===== config.mk =====
export PLATFORM = sky130hd
export DESIGN_NAME = risc_toy_mem_arbiter_flat
export DESIGN_NICKNAME = d
export VERILOG_FILES = /design/src/rtl/risc_toy_mem_arbiter_pkg.sv /design/src/rtl/risc_toy_mem_arbiter_if.sv /design/src/rtl/risc_toy_mem_arbiter_mem_rdata_hold.sv /design/src/rtl/risc_toy_mem_arbiter.sv /design/src/flat_wrapper.sv
export SDC_FILE = /design/constraint.sdc
export NUM_CORES = 1
export LEC_CHECK = 0
export ABC_AREA = 1
export BUFFER_PORTS_ARGS = -buffer_cell sky130_fd_sc_hd__buf_2
export CAP_MARGIN = 20
export CORE_ASPECT_RATIO = 1.25
export CORE_MARGIN = 3
export CORE_UTILIZATION = 47
export CTS_BUF_LIST = sky130_fd_sc_hd__clkbuf_4 sky130_fd_sc_hd__clkbuf_8
export DETAILED_ROUTE_END_ITERATION = 7
export PLACE_DENSITY = 0.87
export RECOVER_POWER = 100
export SLEW_MARGIN = 30
export SYNTH_ARGS = -nofsm -noshare
export SYNTH_HDL_FRONTEND = slang
export SYNTH_SLANG_ARGS = --single-unit

===== constraint.sdc =====
create_clock -name CLK -period 2 [get_ports CLK]
set_clock_uncertainty 0.15 [all_clocks]
set_input_delay 0.3 -clock CLK [delete_from_list [all_inputs] [get_ports CLK]]
set_output_delay 0.3 -clock CLK [all_outputs]
set_load 0.1 [all_outputs]

===== src/rtl/risc_toy_mem_arbiter_pkg.sv =====
// Shared constants for the unified RISC_TOY instruction/data memory arbiter.
package risc_toy_mem_pkg;
  localparam int MEM_AW = 10;
  localparam int MEM_DW = 32;

  // Read-return owner: whose RVALID fires in the cycle after an access
  localparam logic [1:0] OWN_NONE = 2'd0;
  localparam logic [1:0] OWN_I    = 2'd1;
  localparam logic [1:0] OWN_D    = 2'd2;
endpackage


===== src/rtl/risc_toy_mem_arbiter_if.sv =====
// CPU I/D request ports plus single-port SRAM pins as one bundle.
interface risc_toy_mem_arbiter_if
  import risc_toy_mem_pkg::*;
#(
  parameter int AW = MEM_AW,
  parameter int DW = MEM_DW
);
  logic          I_REQ;
  logic [29:0]   I_ADDR;
  logic          I_GNT;
  logic          I_RVALID;
  logic [DW-1:0] I_RDATA;
  logic          D_REQ;
  logic          D_RW;
  logic [29:0]   D_ADDR;
  logic [DW-1:0] D_WDATA;
  logic          D_GNT;
  logic          D_RVALID;
  logic [DW-1:0] D_RDATA;
  logic          M_CSN;
  logic [AW-1:0] M_A;
  logic          M_WEN;
  logic [DW-1:0] M_DI;
  logic [DW-1:0] M_DOUT;

  modport slave (
    input  I_REQ, I_ADDR, D_REQ, D_RW, D_ADDR, D_WDATA, M_DOUT,
    output I_GNT, I_RVALID, I_RDATA, D_GNT, D_RVALID, D_RDATA,
    output M_CSN, M_A, M_WEN, M_DI
  );

  modport master (
    output I_REQ, I_ADDR, D_REQ, D_RW, D_ADDR, D_WDATA, M_DOUT,
    input  I_GNT, I_RVALID, I_RDATA, D_GNT, D_RVALID, D_RDATA,
    input  M_CSN, M_A, M_WEN, M_DI
  );
endinterface


===== src/rtl/risc_toy_mem_arbiter_mem_rdata_hold.sv =====
// Per-port read-data register: passes SRAM data through on RVALID, holds it after.
module mem_rdata_hold
  import risc_toy_mem_pkg::*;
#(
  parameter int DW = MEM_DW
) (
  input  logic          clk_i,
  input  logic          rst_ni,
  input  logic          rvalid_i,
  input  logic [DW-1:0] dout_i,
  output logic [DW-1:0] rdata_o
);
  logic [DW-1:0] hold_q;

  always_ff @(posedge clk_i or negedge rst_ni) begin
    if (!rst_ni)       hold_q <= '0;
    else if (rvalid_i) hold_q <= dout_i;
  end

  assign rdata_o = rvalid_i ? dout_i : hold_q;
endmodule


===== src/rtl/risc_toy_mem_arbiter.sv =====
// Arbitrates the I (read-only) and D (read/write) ports onto one synchronous SRAM;
// D has priority, but I is boosted after STARVE_MAX consecutive D wins.
module risc_toy_mem_arbiter
  import risc_toy_mem_pkg::*;
#(
  parameter int AW         = MEM_AW,
  parameter int DW         = MEM_DW,
  parameter int STARVE_MAX = 4
) (
  input logic                   CLK,
  input logic                   RSTN,
  risc_toy_mem_arbiter_if.slave bus
);
  localparam int CW        = $clog2(STARVE_MAX + 1);
  localparam int NUM_PORTS = 2;
  localparam int P_I       = 0;
  localparam int P_D       = 1;

  logic [CW-1:0] starve_q, starve_d;
  logic [1:0]    own_q, own_d;
  logic [AW-1:0] ma_q, ma_d;
  logic [DW-1:0] mdi_q, mdi_d;
  logic          boost, i_gnt, d_gnt;
  logic [NUM_PORTS-1:0]         rvld;
  logic [NUM_PORTS-1:0][DW-1:0] rdata;
  logic          unused_addr;

  assign boost = (starve_q == CW'(STARVE_MAX));

  // Grants are masked while reset is asserted so no access leaks out of reset
  always_comb begin
    d_gnt = RSTN & bus.D_REQ & ~(bus.I_REQ & boost);
    i_gnt = RSTN & bus.I_REQ & ~d_gnt;
  end

  always_comb begin
    ma_d     = ma_q;
    mdi_d    = mdi_q;
    own_d    = OWN_NONE;
    starve_d = starve_q;
    if (d_gnt) begin
      ma_d = bus.D_ADDR[AW+1:2];
      if (bus.D_RW) mdi_d = bus.D_WDATA;
      else          own_d = OWN_D;
    end else if (i_gnt) begin
      ma_d  = bus.I_ADDR[AW+1:2];
      own_d = OWN_I;
    end
    if (i_gnt || !bus.I_REQ)  starve_d = '0;
    else if (d_gnt && !boost) starve_d = starve_q + 1'b1;
  end

  always_ff @(posedge CLK or negedge RSTN) begin
    if (!RSTN) begin
      starve_q <= '0;
      own_q    <= OWN_NONE;
      ma_q     <= '0;
      mdi_q    <= '0;
    end else begin
      starve_q <= starve_d;
      own_q    <= own_d;
      ma_q     <= ma_d;
      mdi_q    <= mdi_d;
    end
  end

  // Idle cycles leave M_A/M_DI at their last driven values
  assign bus.M_CSN = ~(i_gnt | d_gnt);
  assign bus.M_WEN = ~(d_gnt & bus.D_RW);
  assign bus.M_A   = ma_d;
  assign bus.M_DI  = mdi_d;
  assign bus.I_GNT = i_gnt;
  assign bus.D_GNT = d_gnt;

  assign rvld[P_I] = (own_q == OWN_I);
  assign rvld[P_D] = (own_q == OWN_D);

  for (genvar p = 0; p < NUM_PORTS; p++) begin : g_hold
    mem_rdata_hold #(.DW(DW)) u_hold (
      .clk_i   (CLK),
      .rst_ni  (RSTN),
      .rvalid_i(rvld[p]),
      .dout_i  (bus.M_DOUT),
      .rdata_o (rdata[p])
    );
  end

  assign bus.I_RVALID = rvld[P_I];
  assign bus.D_RVALID = rvld[P_D];
  assign bus.I_RDATA  = rdata[P_I];
  assign bus.D_RDATA  = rdata[P_D];

  assign unused_addr = ^{bus.I_ADDR[29:AW+2], bus.I_ADDR[1:0],
                         bus.D_ADDR[29:AW+2], bus.D_ADDR[1:0]};
endmodule

===== src/flat_wrapper.sv =====
// flat-port wrapper written by rule: the top's interface ports become plain ports
module risc_toy_mem_arbiter_flat import risc_toy_mem_pkg::*;
#(
  parameter int AW         = MEM_AW,
  parameter int DW         = MEM_DW,
  parameter int STARVE_MAX = 4
)
  (CLK, RSTN, bus_I_REQ, bus_I_ADDR, bus_D_REQ, bus_D_RW, bus_D_ADDR, bus_D_WDATA, bus_M_DOUT, bus_I_GNT, bus_I_RVALID, bus_I_RDATA, bus_D_GNT, bus_D_RVALID, bus_D_RDATA, bus_M_CSN, bus_M_A, bus_M_WEN, bus_M_DI);
  risc_toy_mem_arbiter_if #(.AW(AW), .DW(DW)) bus_i ();
  input logic CLK;
  input logic RSTN;
  input wire logic [$bits(bus_i.I_REQ)-1:0] bus_I_REQ;
  input wire logic [$bits(bus_i.I_ADDR)-1:0] bus_I_ADDR;
  input wire logic [$bits(bus_i.D_REQ)-1:0] bus_D_REQ;
  input wire logic [$bits(bus_i.D_RW)-1:0] bus_D_RW;
  input wire logic [$bits(bus_i.D_ADDR)-1:0] bus_D_ADDR;
  input wire logic [$bits(bus_i.D_WDATA)-1:0] bus_D_WDATA;
  input wire logic [$bits(bus_i.M_DOUT)-1:0] bus_M_DOUT;
  output wire logic [$bits(bus_i.I_GNT)-1:0] bus_I_GNT;
  output wire logic [$bits(bus_i.I_RVALID)-1:0] bus_I_RVALID;
  output wire logic [$bits(bus_i.I_RDATA)-1:0] bus_I_RDATA;
  output wire logic [$bits(bus_i.D_GNT)-1:0] bus_D_GNT;
  output wire logic [$bits(bus_i.D_RVALID)-1:0] bus_D_RVALID;
  output wire logic [$bits(bus_i.D_RDATA)-1:0] bus_D_RDATA;
  output wire logic [$bits(bus_i.M_CSN)-1:0] bus_M_CSN;
  output wire logic [$bits(bus_i.M_A)-1:0] bus_M_A;
  output wire logic [$bits(bus_i.M_WEN)-1:0] bus_M_WEN;
  output wire logic [$bits(bus_i.M_DI)-1:0] bus_M_DI;
  assign bus_i.I_REQ = bus_I_REQ;
  assign bus_i.I_ADDR = bus_I_ADDR;
  assign bus_i.D_REQ = bus_D_REQ;
  assign bus_i.D_RW = bus_D_RW;
  assign bus_i.D_ADDR = bus_D_ADDR;
  assign bus_i.D_WDATA = bus_D_WDATA;
  assign bus_i.M_DOUT = bus_M_DOUT;
  assign bus_I_GNT = bus_i.I_GNT;
  assign bus_I_RVALID = bus_i.I_RVALID;
  assign bus_I_RDATA = bus_i.I_RDATA;
  assign bus_D_GNT = bus_i.D_GNT;
  assign bus_D_RVALID = bus_i.D_RVALID;
  assign bus_D_RDATA = bus_i.D_RDATA;
  assign bus_M_CSN = bus_i.M_CSN;
  assign bus_M_A = bus_i.M_A;
  assign bus_M_WEN = bus_i.M_WEN;
  assign bus_M_DI = bus_i.M_DI;
  risc_toy_mem_arbiter #(.AW(AW), .DW(DW), .STARVE_MAX(STARVE_MAX)) u_core (.CLK(CLK), .RSTN(RSTN), .bus(bus_i));
endmodule

==> impl_results.rst, run 1 <==
.. list-table::
   :header-rows: 1

   * - Metric
     - Value
   * - Synthesized net count
     - 671
   * - Maximum level of the CTS H-tree
     - 3
   * - Post-CTS setup repair buffer count
     - 53
   * - Buffers on Ports
     - 200
   * - Area contributors post-synth
     - sky130_fd_sc_hd__dfrtp_1 (59%), sky130_fd_sc_hd__nand2_1 (12%), sky130_fd_sc_hd__o21ai_0 (11%)
   * - Leading area contributor after synthesis
     - sky130_fd_sc_hd__dfrtp_1
   * - Err
     - [ERROR DPL-0038] Utilization greater than 100%, impossible to legalize
   * - Number of I/O pins
     - 241
   * - YS warnings
     - 0
   * - Number of hold-repair buffers added at the cts stage
     - 2
   * - Gate count of the mapped netlist
     - 540
   * - Final Wtd Congestion
     - 0.766
   * - Status
     - did not finish
   * - TritonCTS buffer count
     - 9
   * - Instance count after placement with tap cells included
     - 859
   * - PostCTS Resize Cnt
     - 118
   * - Flip-flop and latch count after synthesis
     - between 100 and 150
   * - Dpl cell area
     - around 0.0087 mm²
   * - Standard-cell rows
     - 40
   * - Vert. Die Dim
     - 118 µm
   * - Number of different library cells in the post-synthesis netlist
     - 19
   * - Initial Utilization
     - 48.7%
   * - Horizontal die dimension
     - 95.7 µm
   * - Last flow stage reached
     - clock tree synthesis
   * - CTS Root Buffer Type
     - sky130_fd_sc_hd__clkbuf_8
   * - Hpwl dp
     - 13700 µm
   * - Number of clock sinks
     - ~110
   * - Post-Syn Area
     - 0.00473 mm²
   * - Fraction of the yosys area taken by sequential cells
     - 58.7%
   * - Avg Inst Size Synth
     - 8.76 µm²
   * - Buffers from clock root to sink, at most
     - 2
   * - Fraction of synthesized cell area taken by the top area cell type
     - a little under 60%
[synth_stat cells (all sizes together)]
cell / instances
nand2: 152
o21ai: 131
dfrtp: 111
inv: 75
nand3: 32
buf: 21
clkbuf: 11
ha: 2
nor2: 2
clkinv: 1
nand3b: 1
or2: 1
[through the flow]
step | util (%) | setup TNS, ns | hold slack [ns] | worst slack, ns
floorplan | - | -10.58 | -0.146 | -0.475
global placement | 89.5 | 0 | 0.124 | 0.0555
detailed placement | 89.5 | -0.254 | 0.130 | -0.0374
[cell families after synthesis]
logic type                 Yosys count  synth area share, %
adders and majority gates            2                0.529
and+or+nand+nor                    188                 15.9
AOI/OAI and AO/OA                  131                 14.8
buffers and inverters              108                 10.0
DFF                                111                 58.7
==> inputs of run 2 (changes only) <==
Settings changed: CORE_ASPECT_RATIO 1.25 to not set, CORE_UTILIZATION 47 to 40, CTS_BUF_LIST sky130_fd_sc_hd__clkbuf_4 sky130_fd_sc_hd__clkbuf_8 to not set, PLACE_DENSITY 0.87 to not set, PLACE_DENSITY_LB_ADDON set to 0.15.
==> impl_results.rst, run 2 <==
.. list-table::
   :header-rows: 1

   * - Metric
     - Value
   * - CP Launch Type
     - flip-flop
   * - Fraction of the yosys area taken by sequential cells
     - 58.7%
   * - Crit. End Element
     - primary output
   * - Clock transition at the registers of the reported paths
     - 0.07 ns
   * - Critical path arrival
     - about 1.9 ns
   * - Final setup violating endpoints
     - 111
   * - Leading area contributor after synthesis
     - sky130_fd_sc_hd__dfrtp_1
   * - Vert. Die Dim
     - 115 µm
   * - DR vias
     - around 4900
   * - Number of I/O pins
     - ~240
   * - WP buf/inv
     - 4
   * - Post-layout instance area
     - 0.0103 mm²
   * - Post-synth EDFFs
     - 0
   * - Flip-flop and latch count after synthesis
     - 111
   * - Horizontal die dimension
     - approximately 110 µm
   * - Registers with the most flip-flops
     - u_core.g_hold.u_hold.hold_q x64, u_core.mdi_q x32, u_core.ma_q x10
   * - Remaining routing DRC violations
     - 0
   * - Standard-cell rows
     - 39
   * - Transition time at the pin with the least slew margin
     - ~1.6 ns
   * - Clock latency of the later-clocked register in the worst-skew pair
     - approximately 0.35 ns
   * - Critical setup path kind
     - flip-flop to primary output
   * - Most numerous cell in the Yosys netlist
     - sky130_fd_sc_hd__nand2_1
   * - Cell class contributing the biggest share of worst-path delay
     - buffers and inverters
   * - Worst setup margin
     - -0.354 ns
   * - Data required time at the worst endpoint
     - 1.55 ns
   * - Total power
     - 11.5 mW
   * - Vias in the first global route
     - 5333
   * - Hpwl dp
     - between 10000 and 15000 µm
   * - Die area
     - 0.0132 mm²
   * - Number of clock sinks
     - ~110
   * - Final-layout setup total negative slack
     - -22.09 ns
   * - Violations in the final reports
     - capacitance limit, slew limit, setup timing
   * - Area delta synth->final
     - 119%
   * - Largest family of logic cells by synthesized area
     - simple AND/OR/NAND/NOR gates
   * - Pins Over Slew Limit
     - between 70 and 80
   * - CTS Root Buffer Type
     - sky130_fd_sc_hd__clkbuf_16
   * - Avg Inst Size Synth
     - 8.76 µm²
   * - Post-Syn Area
     - 0.00473 mm²
   * - Buffers from clock root to sink, at most
     - 2
   * - YS warnings
     - 0
   * - Final Wtd Congestion
     - 0.799
   * - List of cells traversed by the critical path
     - inv_1, ha_4, nand3_4, nand2_8, clkinv_8, clkbuf_16, o21ai_4, buf_12
   * - CTS tree
     - yes
   * - Proportion of layout cells with a drive suffix above 1
     - 56.9%
   * - Initial antenna violation count
     - 0
   * - Cell with the biggest individual delay on the critical path
     - sky130_fd_sc_hd__dfrtp_1
   * - Via density
     - 5.20
   * - TritonCTS buffer count
     - 9
   * - Setup repair after global routing missed its margin
     - yes
   * - Maximum level of the CTS H-tree
     - 3
   * - Instance count after placement with tap cells included
     - 873
   * - Worst hold margin
     - 0.0871 ns
   * - Gate count of the mapped netlist
     - 540
   * - Avg WL per Cell
     - 21.0 µm
   * - XOR/XNOR Fraction of Synth Area
     - 0%
   * - Number of flip-flops under the largest register name
     - 64
   * - Clock period minus worst slack
     - 2.35 ns
   * - Grt total ovfl
     - 0
   * - Async S/R FF share, synth
     - 100%
   * - Non-Filler Instances
     - approximately 950
   * - Synthesized net count
     - 671
   * - Area contributors post-synth
     - sky130_fd_sc_hd__dfrtp_1 (59%), sky130_fd_sc_hd__nand2_1 (12%), sky130_fd_sc_hd__o21ai_0 (11%)
   * - Status
     - complete, but fails checks
   * - # Max-Cap Violations
     - 1
   * - Core area
     - 0.0115 mm²
   * - Most frequent standard cell in the layout excluding fill and tap cells
     - sky130_fd_sc_hd__buf_12
   * - Post-Synth Adder-Cell Area
     - 0.529%
   * - Net total in the final layout
     - 933
   * - First-pass GRT wire length
     - 27700 µm
   * - Number of DRC markers in iteration 0
     - a little over 300
   * - Buffers on Ports
     - 200
   * - Most used flip-flop cell after synthesis
     - sky130_fd_sc_hd__dfrtp_1
   * - Area fraction in compound gates after synthesis
     - 14.8%
   * - Dpl cell area
     - 0.00871 mm²
   * - Antenna-violating nets left
     - 0
   * - All-layer global routing usage
     - 27.2%
   * - Leakage power
     - 4.84 nW
   * - Share of cell area taken by muxes after synthesis
     - 0%
   * - Worst path max stage delay
     - 0.38 ns
   * - Post-Synth Simple-Gate Area
     - 15.9%
   * - Tightest slew margin relative to the limit
     - -7.72%
   * - Largest vdd supply drop
     - 1.17 mV
   * - Worst-path fanout max
     - 7
   * - Register containing the most flip-flops in the final layout
     - u_core.g_hold.u_hold.hold_q
   * - Drt first pass iters
     - 4
   * - Highest clock frequency the design can meet
     - between 400 and 500 MHz
   * - Initial Utilization
     - approximately two fifths
   * - Total wire length after detailed routing
     - around 20000 µm
   * - Fraction of synthesized cell area taken by the top area cell type
     - 58.7%
   * - Number of different library cells in the post-synthesis netlist
     - 19
   * - Antenna diode instance count
     - 0
   * - Hold Violations, Final
     - 0
   * - Highest-count cells in the layout ignoring fill and taps
     - sky130_fd_sc_hd__buf_12 (125), sky130_fd_sc_hd__dfrtp_1 (111), sky130_fd_sc_hd__nand2_1 (102), sky130_fd_sc_hd__o21ai_4 (95), sky130_fd_sc_hd__buf_2 (88)
   * - Tcrit/Tclk final
     - 118%
   * - Hold Crit Class
     - input port to flip-flop
   * - Largest net degree at the start of global routing
     - 72
   * - Pwr per Cell Area
     - 1110 mW/mm²
   * - Ranking of synthesized cells by instance count
     - sky130_fd_sc_hd__nand2_1 (151), sky130_fd_sc_hd__dfrtp_1 (111), sky130_fd_sc_hd__o21ai_0 (101), sky130_fd_sc_hd__inv_1 (73), sky130_fd_sc_hd__nand3_1 (32)
run 2: stage by stage:
stage	worst slack (ns)	utilization, %
6_report	-0.354	90.2
5_1_grt	-0.428	90.2
4_1_cts	-0.294	86.7
3_5_place_dp	-0.00403	76.0
3_3_place_gp	0.0653	76.0
2_1_floorplan	-0.475	-
run 2: where the power goes:
group | internal (mW) | switching, mW
Sequential | 2.61 | 0.201
Clock | 1.29 | 0.824
Combinational | 2.31 | 4.27
run 2: worst paths after layout:
path	startpoint	to	slack (ns)	cells past startpoint
setup reg to reg	u_core.own_q[0]	u_core.g_hold[1].u_hold.hold_q[19]	0.26	7
setup / recovery	u_core.starve_q[1]	bus_M_DI[28]	-0.35	8
hold reg to reg	u_core.g_hold[1].u_hold.hold_q[5]	u_core.g_hold[1].u_hold.hold_q[5]	0.36	2
hold / removal	bus_I_ADDR[10]	u_core.ma_q[8]	0.09	3
min in group asynchronous	RSTN	u_core.g_hold[0].u_hold.hold_q[21]	0.55	2
max in group asynchronous	RSTN	u_core.mdi_q[4]	0.18	2
run 2: what timing repair did:
| item | in CTS | in global routing |
|---|---|---|
| cloned | 14 | 5 |
| hold buffers | 1 | 0 |
| resized for setup | 97 | 56 |
| endpoints found under the setup margin | 108 | 110 |
| pin swaps | 26 | 26 |
| buffers inserted | 24 | 21 |
| endpoints found under the hold margin | 40 | 0 |
run 2: logic make-up after synthesis:
family	count (synthesis)
flip-flops	111
AO/OA/AOI/OAI	131
adder cells (fa/ha/maj)	2
buffers and inverters	108
AND/OR/NAND/NOR	188
run 2: tightest hold or removal path: stages:
cell and delay, ns:
sky130_fd_sc_hd__buf_2 0.08, sky130_fd_sc_hd__nand3_1 0.08, sky130_fd_sc_hd__nand3_2 0.09
run 2: final cells by class:
cell class | instances | area (µm²)
sequential | 111 | 2780
clock buffer | 12 | 256
clock inverter | 3 | 90.1
fill | 427 | 1130
tap | 143 | 179
inverter | 76 | 305
timing repair inverter | 1 | 8.76
multi-input combinational | 324 | 2920
timing repair buffer | 279 | 3800
run 2: per-layer routing:
layer / global-route usage, % / vias up / part of all wire, %
met5: 0 / - / 0
met4: 9.15 / 0 / 3.1
met3: 8.42 / 46 / 6.3
met2: 48.2 / 192 / 54
met1: 31.3 / 2460 / 36
li1: - / 2236 / -
Note: power is estimated with default switching activity, not from simulation.
